$ cat src/rtl/regfile_pkg.sv
// Shared constants and types for the 2-read/1-write register file and its clear engine.
package regfile_pkg;

  localparam int unsigned DEF_WIDTH = 32;
  localparam int unsigned DEF_DEPTH = 16;
  localparam int unsigned DEF_AW    = $clog2(DEF_DEPTH);

  typedef logic [0:0] state_t;
  localparam state_t IDLE     = 1'b0;
  localparam state_t CLEARING = 1'b1;

  typedef logic [DEF_AW-1:0] def_addr_t;

  function automatic int unsigned addrWidth(input int unsigned depth);
    return (depth < 2) ? 1 : $clog2(depth);
  endfunction

endpackage

$ cat src/rtl/regfile_clear_fsm.sv
// Sequential-clear engine: walks every entry once, one per cycle, after a Clear request.
module regfile_clear_fsm
  import regfile_pkg::*;
#(
  parameter  int unsigned DEPTH = DEF_DEPTH,
  localparam int unsigned AW    = addrWidth(DEPTH)
) (
  input  logic          Clk,
  input  logic          Reset,
  input  logic          Clear,
  output logic          Busy,
  output logic          clr_we,
  output logic [AW-1:0] clr_addr
);

  localparam logic [AW-1:0] LAST_ADDR = AW'(DEPTH - 1);

  state_t        state_q, state_d;
  logic [AW-1:0] cnt_q, cnt_d;

  // Clear requests are only honoured from IDLE, so a second pulse cannot restart the sweep.
  always_comb begin
    state_d = state_q;
    cnt_d   = cnt_q;
    case (state_q)
      IDLE: begin
        if (Clear) begin
          state_d = CLEARING;
          cnt_d   = '0;
        end
      end
      CLEARING: begin
        if (cnt_q == LAST_ADDR) begin
          state_d = IDLE;
          cnt_d   = '0;
        end else begin
          cnt_d = cnt_q + 1'b1;
        end
      end
      default: begin
        state_d = IDLE;
        cnt_d   = '0;
      end
    endcase
  end

  always_ff @(posedge Clk or negedge Reset) begin
    if (!Reset) begin
      state_q <= IDLE;
      cnt_q   <= '0;
    end else begin
      state_q <= state_d;
      cnt_q   <= cnt_d;
    end
  end

  assign Busy     = (state_q == CLEARING);
  assign clr_we   = Busy;
  assign clr_addr = cnt_q;

endmodule

$ cat src/rtl/regfile_2r1w.sv
// Parametrised register file, one write port and two registered read ports, with hardware clear.
// Define REGFILE_BYPASS_EN to forward same-cycle writes and clears to the read ports.
module regfile_2r1w
  import regfile_pkg::*;
#(
  parameter  int unsigned       WIDTH     = DEF_WIDTH,
  parameter  int unsigned       DEPTH     = DEF_DEPTH,
  parameter  logic [WIDTH-1:0]  RESET_VAL = '0,
  localparam int unsigned       AW        = addrWidth(DEPTH)
) (
  input  logic             Clk,
  input  logic             Reset,
  input  logic             WrEn,
  input  logic [AW-1:0]    WrAddr,
  input  logic [WIDTH-1:0] WrData,
  input  logic [AW-1:0]    RdAddrA,
  output logic [WIDTH-1:0] RdDataA,
  input  logic [AW-1:0]    RdAddrB,
  output logic [WIDTH-1:0] RdDataB,
  input  logic             Clear,
  output logic             Busy
);

  localparam logic [AW:0] DEPTH_W = (AW + 1)'(DEPTH);

  logic [WIDTH-1:0] mem_q [DEPTH];
  logic [WIDTH-1:0] rdDataA_q, rdDataA_d;
  logic [WIDTH-1:0] rdDataB_q, rdDataB_d;
  logic             clrWe;
  logic [AW-1:0]    clrAddr;
  logic             wrAccept;

  regfile_clear_fsm #(
    .DEPTH (DEPTH)
  ) u_clear_fsm (
    .Clk      (Clk),
    .Reset    (Reset),
    .Clear    (Clear),
    .Busy     (Busy),
    .clr_we   (clrWe),
    .clr_addr (clrAddr)
  );

  // A Clear in the same cycle wins over the write, as does a running clear.
  assign wrAccept = WrEn && !Busy && !Clear && ({1'b0, WrAddr} < DEPTH_W);

  function automatic logic [WIDTH-1:0] readMux(input logic [AW-1:0] addr);
    logic [WIDTH-1:0] data;
    data = '0;
    if ({1'b0, addr} < DEPTH_W) begin
      data = mem_q[addr];
    end
`ifdef REGFILE_BYPASS_EN
    if (wrAccept && (WrAddr == addr)) begin
      data = WrData;
    end
    if (clrWe && (clrAddr == addr)) begin
      data = RESET_VAL;
    end
`endif
    return data;
  endfunction

  always_comb begin
    rdDataA_d = readMux(RdAddrA);
    rdDataB_d = readMux(RdAddrB);
  end

  always_ff @(posedge Clk or negedge Reset) begin
    if (!Reset) begin
      for (int i = 0; i < int'(DEPTH); i++) begin
        mem_q[i] <= RESET_VAL;
      end
    end else if (clrWe) begin
      mem_q[clrAddr] <= RESET_VAL;
    end else if (wrAccept) begin
      mem_q[WrAddr] <= WrData;
    end
  end

  always_ff @(posedge Clk or negedge Reset) begin
    if (!Reset) begin
      rdDataA_q <= '0;
      rdDataB_q <= '0;
    end else begin
      rdDataA_q <= rdDataA_d;
      rdDataB_q <= rdDataB_d;
    end
  end

  assign RdDataA = rdDataA_q;
  assign RdDataB = rdDataB_q;

endmodule

$ cat config.mk
export PLATFORM = sky130hd
export DESIGN_NAME = regfile_2r1w
export DESIGN_NICKNAME = d
export VERILOG_FILES = /design/src/rtl/regfile_pkg.sv /design/src/rtl/regfile_clear_fsm.sv /design/src/rtl/regfile_2r1w.sv
export SDC_FILE = /design/constraint.sdc
export NUM_CORES = 1
export LEC_CHECK = 0
export BUFFER_PORTS_ARGS = -buffer_cell sky130_fd_sc_hd__buf_4
export CAP_MARGIN = 25
export CORE_ASPECT_RATIO = 0.9
export CORE_MARGIN = 2
export CORE_UTILIZATION = 40
export DETAILED_ROUTE_END_ITERATION = 12
export SLEW_MARGIN = 20
export SYNTH_ARGS = -nofsm -noshare
export SYNTH_HDL_FRONTEND = slang
export SYNTH_HIERARCHICAL = 1
export SYNTH_SLANG_ARGS = --single-unit
$ cat constraint.sdc
create_clock -name Clk -period 2.88 [get_ports Clk]
set_clock_uncertainty 0.15 [all_clocks]
set_input_delay 0.288 -clock Clk [delete_from_list [all_inputs] [get_ports Clk]]
set_output_delay 0.288 -clock Clk [all_outputs]
set_load 0.05 [all_outputs]
==> flow_results.org, run 1 <==
** Run status
- The run finished with clean final reports.

** Clock tree
- Clock tree from TritonCTS :: yes
- TritonCTS Buffers :: 67
- Count of instances resized after the clock tree is built :: 0
- Clock slew at the register clock pins of the worst setup and hold paths :: 0.06 ns
- For the worst-skew pair, the clock arrives at the later sink with an insertion delay of 0.61 ns.
- Clock Tree Root :: sky130_fd_sc_hd__clkbuf_16
- The H-tree was split into 3 levels.
- Maximum clock path buffer count :: 3
- The clock drives 581 sinks.

** Routing
- For this block, the routed nets add up to 100 mm of wire.
- Vias per cell :: 6.57
- The pre-antenna-repair detailed-routing pass consisted of 5 iterations.
- For this block, the initial DRC count from the detailed router was 2244.
- For this run, design rule violations remaining after detail routing come to 0.
- Post-route antenna net violation count :: 0
- In the final routed layout, each cell accounts on average for 29.8 um.
- Total number of vias :: 22000

** Synthesis
- Counting every net in the synthesized netlist gives 2342.
- Main area contributors after synthesis :: sky130_fd_sc_hd__dfrtp_1 (48%), sky130_fd_sc_hd__mux4_2 (19%), sky130_fd_sc_hd__mux2i_1 (13%)
- Each instance of the synthesized netlist takes up on average 13.1 um^2.
- Counting every instance in the synthesized netlist gives 2293.
- In the synthesized netlist the async set-or-reset flop fraction comes to 100%.
- For this run, the number of Yosys warnings is 6.
- Cell type with the largest total area after synthesis :: sky130_fd_sc_hd__dfrtp_1
- After synthesis the cells add up to 30100 um^2.
- Fraction of synthesized cell area taken by the top area cell type :: 48.3%
- Yosys mapped a number of flops with a built-in enable equal to 0.
- Sequential cells were found to cover 48.3% of the synthesized design area.
- Main flop type after synthesis :: sky130_fd_sc_hd__dfrtp_1
- Post-synthesis sequential element count :: 581
- The number of different library cells used by synthesis comes to 39.

** Critical path
- Required time of the critical path :: 3.17 ns
- For flop-to-flop paths, the worst setup slack is 0.36 ns.
- STA classifies the critical path startpoint as a register.
- Maximum net fanout on the critical path :: 32
- STA classifies the critical path endpoint as a register.
- For this design, the slowest cell found on the critical path is sky130_fd_sc_hd__or4_4.
- The largest single stage delay on the critical path is 0.89 ns.
- Cell-by-cell listing of the critical path :: or4b_4, or4_4, mux2i_1
- Kind of critical path :: register to register
- Arrival time at the worst endpoint :: 2.81 ns
- The kind of cell with the highest combined delay along the critical path is simple AND/OR/NAND/NOR gates.
- The number of buffers and inverters on the critical path is 0.

** Global routing
- Number of antenna violations at the first check in global routing :: 2
- Entering global routing, the biggest net connects 97 pins.
- The first global-routing pass estimated 152 mm of wire.
- The number of global-route vias before repair is 23600.
- Global-route usage over all layers :: 26.1%
- Global routing finished with a remaining overflow of 0.

** Die
- Row count :: 95
- 113 I/O pins were placed.
- The initial utilization of the core area, before any placement, comes to 40.4%.
- Width of the chip :: 293 um
- Vertical extent of the die :: 264 um
- After floorplanning, the core was sized to cover 74500 um^2.
- Die Footprint :: 77400 um^2

** STA
- The number of slew-limit violations in the final report was 0.
- For the final routed database, the setup TNS stands at 0 ns.
- Post-route worst setup slack :: 0.359 ns
- Number of setup violations in the final report :: 0
- For the pin with the worst max-slew slack, the measured transition is 0.885 ns.
- Setup repair after global routing left no endpoint under its margin.
- Timing would allow up to 397 MHz.
- Min cycle time layout :: 2.52 ns
- The final-report hold violation count is 0.
- Headroom to the max-slew limit came out at 41.0%.
- The worst path uses 87.5% of the clock period.

** Cells and area
- Counting the fill cells in the layout gives 6418.
- Of the cells placed in the final design, the portion with a size suffix greater than 1 is 25.1%.
- Highest-count cells in the layout ignoring fill and taps :: sky130_fd_sc_hd__dfrtp_1 (581), sky130_fd_sc_hd__o21ai_0 (385), sky130_fd_sc_hd__mux2i_1 (384)
- Number of diodes added for antenna fixing :: 0
- Most common cell after layout, fill and taps aside :: sky130_fd_sc_hd__dfrtp_1
- From synthesis to final layout, the design area changed by 16.2%.
- At the end of the flow, the number of nets in the layout was 2385.

** Placement
- Last weighted congestion value of the routability-driven placer :: 0.810
- Prior to clock tree synthesis, the placed netlist has a worst setup slack of 0.402 ns.
- Port buffering added 112 buffers.
- Detailed placement finished with a half-perimeter wire length of 56.8 mm.

** Hold path
- Type of the most critical hold path :: primary input to async pin

** Power
- The analysis attributes to cell leakage a power of 0.0176 uW.
- Total power divided by cell area :: 863 nW/um^2
- Maximum ir drop on the vdd rail :: 0.000825 V

** Flow run
- Number of maximum-capacitance constraint violations :: 0
## synthesized netlist by cell type (2+ instances only)
| library cell | count |
|---|---|
| sky130_fd_sc_hd__a22o_1 | 129 |
| sky130_fd_sc_hd__nand3_1 | 3 |
| sky130_fd_sc_hd__nor4b_2 | 3 |
| sky130_fd_sc_hd__o21ai_0 | 385 |
| sky130_fd_sc_hd__nand4_1 | 6 |
| sky130_fd_sc_hd__buf_1 | 56 |
| sky130_fd_sc_hd__nor2_1 | 5 |
| sky130_fd_sc_hd__nor2b_1 | 5 |
| sky130_fd_sc_hd__nand3b_1 | 2 |
| sky130_fd_sc_hd__inv_1 | 34 |
| sky130_fd_sc_hd__buf_6 | 9 |
| sky130_fd_sc_hd__buf_2 | 20 |
| sky130_fd_sc_hd__o32a_1 | 3 |
| sky130_fd_sc_hd__a22oi_1 | 128 |
| sky130_fd_sc_hd__nand2_1 | 72 |
| sky130_fd_sc_hd__nand2b_1 | 4 |
| sky130_fd_sc_hd__clkbuf_1 | 186 |
| sky130_fd_sc_hd__mux2i_1 | 384 |
| sky130_fd_sc_hd__or4_4 | 2 |
| sky130_fd_sc_hd__mux4_2 | 256 |
| sky130_fd_sc_hd__nand4b_1 | 2 |
| sky130_fd_sc_hd__dfrtp_1 | 581 |
| sky130_fd_sc_hd__and2_1 | 2 |
## flip-flops by register name (all words and copies together) (netlist names)
signal                count
RdDataB                  32
mem_q                   512
u_clear_fsm/clr_addr      4
u_clear_fsm/Busy          1
RdDataA                  32
## worst reg2reg max path: stages, from the launching register on
cell and delay [ns]:
sky130_fd_sc_hd__dfrtp_1 0.40, sky130_fd_sc_hd__or4b_4 0.67, sky130_fd_sc_hd__or4_4 0.89, sky130_fd_sc_hd__mux2i_1 0.25
## what timing repair did
item	in CTS	in global routing
hold endpoints to repair	234	0
buffers inserted	0	0
setup endpoints to repair	0	0
hold buffers	34	0
## metrics by stage
| step | power [uW] | util [%] | std cells | cell area, um^2 | hold WS [ns] |
|---|---|---|---|---|---|
| 3_3_place_gp | 21200 | 43.6 | 3203 | 32500 | 0.177 |
| 2_1_floorplan | 17900 | - | 2293 | 30100 | -0.158 |
| 3_5_place_dp | 21700 | 43.6 | 3203 | 32500 | 0.167 |
| 6_report | 30200 | 46.9 | 3352 | 35000 | 0.113 |
| 5_1_grt | 31600 | 46.9 | 3352 | 35000 | 0.154 |
| 4_1_cts | 30200 | 46.9 | 3352 | 35000 | 0.113 |
## final timing paths
check,startpoint,end,depth (start not counted)
worst max register to register,u_clear_fsm/Busy,mem_q[333],3
worst min-delay path,Reset,mem_q[447],2
worst min register to register,mem_q[198],mem_q[198],1
min in group Clk,RdAddrB[1],RdDataB[0],4
worst max-delay path,u_clear_fsm/Busy,mem_q[333],3
max in group asynchronous,Reset,RdDataA[18],3
## where the power goes
group | leakage (uW) | switching [uW] | internal (uW)
sequential | 0.00787 | 1530 | 10400
combinational | 0.00867 | 5990 | 3810
clock | 0.00105 | 3530 | 4880
## area by class of cell
type                    count  area (um^2)  area share [%]
well taps                 970         1210            3.47
multi-input cells        1406        14500            41.3
inverters                  34          128           0.365
clock inverters            15          136           0.390
clock buffers             100         1990            5.70
repair buffers            246         2500            7.14
flip-flops and latches    581        14500            41.6
## cell families after synthesis
| group | synth area share, % |
|---|---|
| flip-flops | 48.3 |
| adder cells (fa/ha/maj) | 0.0416 |
| multiplexers | 31.9 |
| AND/OR/NAND/NOR | 1.94 |
| AO/OA/AOI/OAI | 13.6 |
| XOR/XNOR | 0.0291 |
| buffers and inverters | 4.14 |
## metal layers
layer,track usage (%),up-vias,wire length [um]
li1,-,8911,-
met5,0,-,14
met4,8.73,2,2970
met2,39.4,1160,45300
met3,6.81,224,9400
met1,36.7,11700,42400
No activity file was read; power rests on OpenSTA's default activity.
==> run 2: changes to the inputs <==
Settings changed: PLACE_DENSITY set to 0.66.
==> run 2 against run 1 <==
Compared with the run above:
- global-route usage is 0.88 points lower
- non-clock buffer count down 9
- sequential share of layout area grew 0.32 points
- design area decreased by 0.76%
- hold slack worse by 0.028 ns
- flip-flop and latch count unchanged
- power decreased by 1.0%
- core utilization decreased by 0.36 points
- combinational power is 1% lower
- highest routed layer is now met4
==> flow_results.org, run 2 (same netlist as run 1, synthesis figures left out) <==
** Run status
- Run status: finished clean (unchanged).

** Die
- Boundary pin count :: 113 (unchanged)
- The x dimension of the die was 293 um (unchanged).
- The floorplan die area is 77400 um^2 (unchanged).
- Area of the placeable core :: 74500 um^2 (unchanged)
- The number of standard-cell rows in the floorplan is 95 (unchanged).
- Vertical extent of the die :: 264 um (unchanged)
- Effective utilization at floorplan :: 40.4% (unchanged)

** STA
- Min cycle time layout :: 2.50 ns (was 2.52 ns)
- Number of setup violations in the final report :: 0 (unchanged)
- The number of slew-limit violations in the final report is 0 (unchanged).
- Maximum achievable frequency :: 399 MHz (was 397 MHz)
- Post-route worst setup slack :: 0.376 ns (was 0.359 ns)
- Slew @ Worst Pin :: 1.02 ns (was 0.885 ns)
- The worst-case headroom to the max-slew limit is 32.2% (was 41.0%).
- Post-route clock period utilization :: 86.9% (was 87.5%)
- Setup repair after global routing missed its margin :: false (unchanged)
- Final worst hold slack :: 0.0846 ns (was 0.113 ns)
- The final sum of negative setup slack came to 0 ns (unchanged).
- The final-report hold violation count is 0 (unchanged).

** Critical path
- The endpoint required time on the critical path is 3.18 ns (was 3.17 ns).
- Kind of critical path :: register to register (unchanged)
- Cell-by-cell listing of the critical path :: or4b_4, or4_4, mux2i_1 (unchanged)
- The category of cells accounting for the largest share of critical-path delay is simple AND/OR/NAND/NOR gates (unchanged).
- The arrival time at the worst endpoint came to 2.81 ns (about the same).
- Slowest cell on the critical path :: sky130_fd_sc_hd__or4_4 (unchanged)
- The startpoint kind of the worst setup timing path is a register (unchanged).
- The maximum fanout along the worst path is 32 (unchanged).
- Buffering stage count on the worst path with inverters included :: 0 (unchanged)
- The critical path's largest stage delay came to 0.86 ns (was 0.89 ns).
- Endpoint kind of the worst setup timing path :: register (unchanged)

** Routing
- Total wire length after detailed routing :: 96.5 mm (was 100 mm)
- Number of detailed-routing iterations run before antenna repair :: 6 (was 5)
- The post-detailed-route count of antenna-violating nets came to 0 (unchanged).
- Vias per cell :: 6.56 (was 6.57)
- Total number of vias :: 21900 (was 22000)
- The DRC violation count after routing was 0 (unchanged).
- The post-detailed-route wirelength per cell is 28.9 um (was 29.8 um).
- Initial drt markers :: 2180 (was 2244)

** Global routing
- Maximum number of pins on one net before global-route repair :: 97 (unchanged)
- The wire length of the first global-routing pass came to 148 mm (was 152 mm).
- Vias in the first global route :: 23600 (about the same)
- Total overflow reported by the global router :: 0 (unchanged)
- The total track usage is 25.2% (was 26.1%).
- Number of antenna violations at the first check in global routing :: 0 (was 2)

** Clock tree
- The number of buffers on the longest clock path is 3 (unchanged).
- Clock Tree Root :: sky130_fd_sc_hd__clkbuf_16 (unchanged)
- The number of sinks driven by the clock tree is 581 (unchanged).
- Clock Latency Late Sink :: 0.62 ns (was 0.61 ns)
- TritonCTS Buffers :: 66 (was 67)
- Clock tree from TritonCTS :: yes (unchanged)
- The total of cells resized after clock tree synthesis was 0 (unchanged).
- Clock slew at the register clock pins of the worst setup and hold paths :: 0.06 ns (about the same)
- Number of H-tree levels :: 3 (unchanged)

** Cells and area
- Post-synthesis to final-layout area growth :: 15.3% (was 16.2%)
- Max reg flops :: 512 (unchanged)
- The proportion of layout cells with a drive suffix above 1 is 24.5% (was 25.1%).
- The largest register by flop count is mem_q (unchanged).
- The commonest non-fill, non-tap cell in the layout is sky130_fd_sc_hd__dfrtp_1 (unchanged).
- The net count of the finished layout is 2375 (was 2385).
- Highest-count cells in the layout ignoring fill and taps :: sky130_fd_sc_hd__dfrtp_1 (581), sky130_fd_sc_hd__o21ai_0 (385), sky130_fd_sc_hd__mux2i_1 (384) (unchanged)

** Power
- The reported leakage power came to 0.0175 uW (was 0.0176 uW).
- The maximum ir drop on the vdd rail came to 0.000564 V (was 0.000825 V).
- Total power divided by cell area :: 861 nW/um^2 (was 863 nW/um^2)

** Hold path
- The class of the tightest hold or removal check is primary input to register (was primary input to async pin).

** Placement
- Placed wire-length estimate after detailed placement :: 57.1 mm (was 56.8 mm)
- Setup WS pre-CTS :: 0.387 ns (was 0.402 ns)
- Last weighted congestion value of the routability-driven placer :: 0.823 (was 0.810)
- Number of port buffers :: 112 (unchanged)

** Flow run
- The total of max-cap violations came to 0 (unchanged).
-- run 2: changes by cell type in the layout (fill, tap and decap cells not counted), moves of 2 or more --
cell                       previous run  this run
sky130_fd_sc_hd__clkbuf_1            16        20
sky130_fd_sc_hd__buf_4              164       166
sky130_fd_sc_hd__clkinv_2             8         5
sky130_fd_sc_hd__buf_12              43        32
-- run 2: metrics by stage --
stage                     power (uW)  util [%]  cells  instance area [um^2]
final                          29900      46.5   3342                 34700
after global routing           31300      46.5   3341                 34700
after CTS                      29900      46.5   3341                 34700
after detailed placement       21600      43.3   3194                 32300
after global placement         21100      43.3   3194                 32300
after floorplan                17900         -   2293                 30100
-- run 2: cell type report --
cell class                      instances  area, um^2
Multi-Input combinational cell       1406       14400
Sequential cell                       581       14500
Fill cell                            6425       39800
Clock buffer                          102        1970
Timing Repair Buffer                  237        2290
Antenna cell                            1        2.50
Inverter                               34         128
Tap cell                              970        1210
Clock inverter                         11         105
-- run 2: where the power goes --
part           switching, uW  internal [uW]
Combinational           5900           3770
Clock                   3420           4790
Sequential              1570          10400
Total                  10900          19000
-- run 2: routing by layer --
metal | share of wire [%] | vias to the layer above | track usage [%] | wire length (um)
li1 | - | 8904 | - | -
met1 | 41 | 11600 | 35.6 | 39800
met2 | 46 | 1267 | 38.1 | 44100
met3 | 10 | 213 | 6.57 | 9760
met4 | 2.9 | 0 | 8.12 | 2780
met5 | 0 | - | 0 | 0
-- run 2: worst min-delay path: stages --
cell and delay (ns):
sky130_fd_sc_hd__buf_4 0.13, sky130_fd_sc_hd__nor2b_4 0.10, sky130_fd_sc_hd__a22oi_1 0.19, sky130_fd_sc_hd__nand2_1 0.08
-- run 2: path summary, 6_finish.rpt --
kind | from | to | slack, ns | cells past startpoint
setup / recovery | u_clear_fsm/Busy | mem_q[340] | 0.38 | 3
hold / removal | RdAddrA[2] | RdDataA[19] | 0.08 | 4
setup reg to reg | u_clear_fsm/Busy | mem_q[340] | 0.38 | 3
hold reg to reg | mem_q[72] | mem_q[72] | 0.37 | 1
max in group asynchronous | Reset | mem_q[385] | 1.47 | 3
min in group asynchronous | Reset | mem_q[412] | 0.14 | 2
-- run 2: what timing repair did --
item	4_1_cts	5_1_grt
buffers inserted	0	0
hold buffers	34	0
hold endpoints to repair	190	0
==> run 3: changes to the inputs <==
Settings changed: CORE_MARGIN 2 to not set, CTS_BUF_LIST set to sky130_fd_sc_hd__clkbuf_4 sky130_fd_sc_hd__clkbuf_8.
==> run 3 against run 2 <==
Compared with the run above:
- clock power decreased by 5.0%
- sequential power about the same
- combinational power about the same
- via count increased by 2.1%
- count of clock-buffer cells in the layout increased by 60
- worst setup slack got worse by 0.12 ns
- global-route usage increased by 0.62 points
- flip-flop and latch count unchanged
- final cell count increased by 1.6%
- hold slack got worse by 0.0089 ns
- largest power group unchanged
==> flow_results.org, run 3 (same netlist as run 1, synthesis figures left out) <==
** STA
- The post-route fraction of the period consumed by the critical path came to 90.9% (was 86.9%).
- Slew @ Worst Pin :: 0.984 ns (was 1.02 ns)
- Final-layout setup total negative slack :: 0 ns (unchanged)
- Maximum achievable frequency :: 382 MHz (was 399 MHz)
- Min cycle time layout :: 2.62 ns (was 2.50 ns)
- Hold violation count in the final report :: 0 (unchanged)
- Number of setup violations in the final report :: 0 (unchanged)
- The worst-case headroom to the max-slew limit is 34.4% (was 32.2%).
- The number of slew-limit violations in the final report was 0 (unchanged).
- Setup repair after global routing missed its margin :: false (unchanged)
- The minimum setup slack in the final design came to 0.261 ns (was 0.376 ns).

** Clock tree
- The number of sinks driven by the clock tree was 581 (unchanged).
- The total CTS buffers was 98 (was 66).
- The clock tree root buffer cell was sky130_fd_sc_hd__clkbuf_8 (was sky130_fd_sc_hd__clkbuf_16).
- The setup fix buffers added after clock tree synthesis came to 0 (unchanged).
- Maximum clock path buffer count :: 3 (unchanged)
- The clock tree from TritonCTS is yes (unchanged).
- Count of instances resized after the clock tree is built :: 0 (unchanged)
- The H-tree depth reported by CTS came to 3 (unchanged).
- Clock Latency Late Sink :: 0.73 ns (was 0.62 ns)
- The clock-pin slew of the registers on the worst-case setup and hold paths was 0.06 ns (about the same).

** Die
- The I/O pin total came to 113 (unchanged).
- Row count :: 95 (unchanged)
- The core box area is 74500 um^2 (unchanged).
- Die Footprint :: 76300 um^2 (was 77400 um^2)
- The initial core utilization is 40.4% (unchanged).
- Vertical extent of the die :: 262 um (was 264 um)
- The x dimension of the die came to 291 um (was 293 um).

** Power
- The net switching fraction of the power is 37.1% (was 36.4%).
- Maximum ir drop on the vdd rail :: 0.000847 V (was 0.000564 V)
- Comb power frac :: 32.8% (was 32.3%)
- The clock power share is 26.5% (was 27.5%).
- Internal power consumption :: 18500 uW (was 19000 uW)
- The power density relative to cell area came to 851 nW/um^2 (was 861 nW/um^2).
- Power share of the sequential group :: 40.7% (was 40.2%)
- The net switching power figure is 10900 uW (about the same).
- The reported leakage power was 0.0175 uW (about the same).

** Cells and area
- Final design area excluding fillers :: 34600 um^2 (was 34700 um^2)
- Max reg flops :: 512 (unchanged)
- Post-synthesis to final-layout area growth :: 15.2% (was 15.3%)
- The commonest non-fill, non-tap cell in the layout was sky130_fd_sc_hd__dfrtp_1 (unchanged).
- Highest-count cells in the layout ignoring fill and taps :: sky130_fd_sc_hd__dfrtp_1 (581), sky130_fd_sc_hd__o21ai_0 (385), sky130_fd_sc_hd__mux2i_1 (384) (unchanged)
- The net count of the finished layout came to 2399 (was 2375).
- The largest register by flop count is mem_q (unchanged).
- The proportion of layout cells with a drive suffix above 1 is 27.0% (was 24.5%).
- The utilization of the core after routing is 46.5% (about the same).

** Global routing
- Total overflow reported by the global router :: 0 (unchanged)
- Global-route wire length before repair :: 149 mm (was 148 mm)
- Number of antenna violations at the first check in global routing :: 6 (was 0)
- The maximum number of pins on one net before global-route repair is 129 (was 97).
- Global-route usage over all layers :: 25.8% (was 25.2%)
- The number of global-route vias before repair came to 24100 (was 23600).

** Critical path
- Kind of critical path :: register to register (unchanged)
- Maximum net fanout on the critical path :: 32 (unchanged)
- The type of element capturing the critical path was a register (unchanged).
- The count of cells along the worst register-to-register path is 3 (unchanged).
- The launch point of the worst reg-to-reg path is u_clear_fsm/Busy (unchanged).
- Endpoint of the lowest-slack register-to-register path :: mem_q[464] (was mem_q[340])
- Required time of the critical path :: 3.28 ns (was 3.18 ns)
- The origin of the worst setup path is u_clear_fsm/Busy (unchanged).
- Arrival time at the worst endpoint :: 3.02 ns (was 2.81 ns)
- Reg2Reg Setup Slack :: 0.26 ns (was 0.38 ns)
- The startpoint kind of the worst setup timing path is a register (unchanged).

** Routing
- The average via count per standard cell was 6.60 (was 6.56).
- The post-detailed-route wirelength per cell was 28.6 um (was 28.9 um).
- Post-route antenna net violation count :: 0 (unchanged)
- The routed via count is 22400 (was 21900).
- The DRC violation count after routing came to 0 (unchanged).
- Number of detailed-routing iterations run before antenna repair :: 6 (unchanged)
- Initial drt markers :: 2755 (was 2180)
- The final wirelength was 97.2 mm (was 96.5 mm).

** Flow run
- The total of max-cap violations came to 0 (unchanged).

** Placement
- The count of buffers inserted at the top-level ports is 112 (unchanged).
- The sum of net half-perimeters after detailed placement was 55.4 mm (was 57.1 mm).
- The post-placement setup slack is 0.317 ns (was 0.387 ns).
- The post-placement cell area was 32200 um^2 (was 32300 um^2).
- The final weighted congestion in routability-driven placement was 0.803 (was 0.823).

** Run status
- Run status: finished clean (unchanged).

** Hold path
- The class of the tightest hold or removal check is primary input to async pin (was primary input to register).
[run 3: cell count changes in the layout (fill, tap and decap cells not counted), sizes merged]
| cell | before | now |
|---|---|---|
| dlygate4sd3 | 34 | 36 |
| buf | 201 | 191 |
| clkinvlp | 1 | 0 |
| bufinv | 1 | 0 |
| clkinv | 7 | 11 |
| clkbuf | 104 | 164 |
[run 3: per-layer routing]
metal / global-route usage, % / up-vias / wire length (um)
met3: 7.46 / 236 / 10800
li1: - / 8959 / -
met1: 35.7 / 11900 / 39900
met2: 39.1 / 1333 / 43800
met4: 8.74 / 6 / 2660
met5: 0 / - / 40
[run 3: what timing repair did]
action | 4_1_cts | 5_1_grt
setup endpoints to repair | 0 | 0
hold buffers | 37 | 0
endpoints found under the hold margin | 1115 | 0
[run 3: worst max path at each step]
| stage | slack (ns) | end |
|---|---|---|
| after floorplan | 0.18 | mem_q[321] |
| after global placement | 0.36 | mem_q[463] |
| after detailed placement | 0.32 | mem_q[462] |
| after CTS | 0.31 | mem_q[464] |
| after global routing | 0.25 | mem_q[467] |
| final | 0.26 | mem_q[464] |
[run 3: stage by stage]
stage / std cells / power [uW] / hold WS, ns
2_1_floorplan: 2293 / 17900 / -0.158
3_3_place_gp: 3183 / 21000 / 0.0549
3_5_place_dp: 3183 / 21600 / 0.0600
4_1_cts: 3395 / 29500 / 0.0277
5_1_grt: 3395 / 30900 / 0.0586
6_report: 3396 / 29500 / 0.0756
[run 3: final cells by class]
class                      instances  area [um^2]
fill                            6550        39900
sequential                       581        14500
multi-input combinational       1406        14400
timing repair buffer             229         2240
clock buffer                     162         1990
tap                              970         1210
inverter                          34          128
clock inverter                    13         86.3
antenna                            1         2.50
[run 3: power groups by stage]
stage | clock (uW) | combinational (uW) | sequential [uW]
final | 7800 | 9670 | 12000
after global routing | 8310 | 10300 | 12300
after CTS | 7940 | 9580 | 12000
after detailed placement | 0 | 9520 | 12100
after global placement | 0 | 9150 | 11800
after floorplan | 0 | 5380 | 12500
[run 3: critical path, cell delays in order (launching register included)]
cell and delay, ns:
sky130_fd_sc_hd__dfrtp_1 0.46, sky130_fd_sc_hd__or4b_4 0.69, sky130_fd_sc_hd__or4_4 0.90, sky130_fd_sc_hd__mux2i_1 0.23
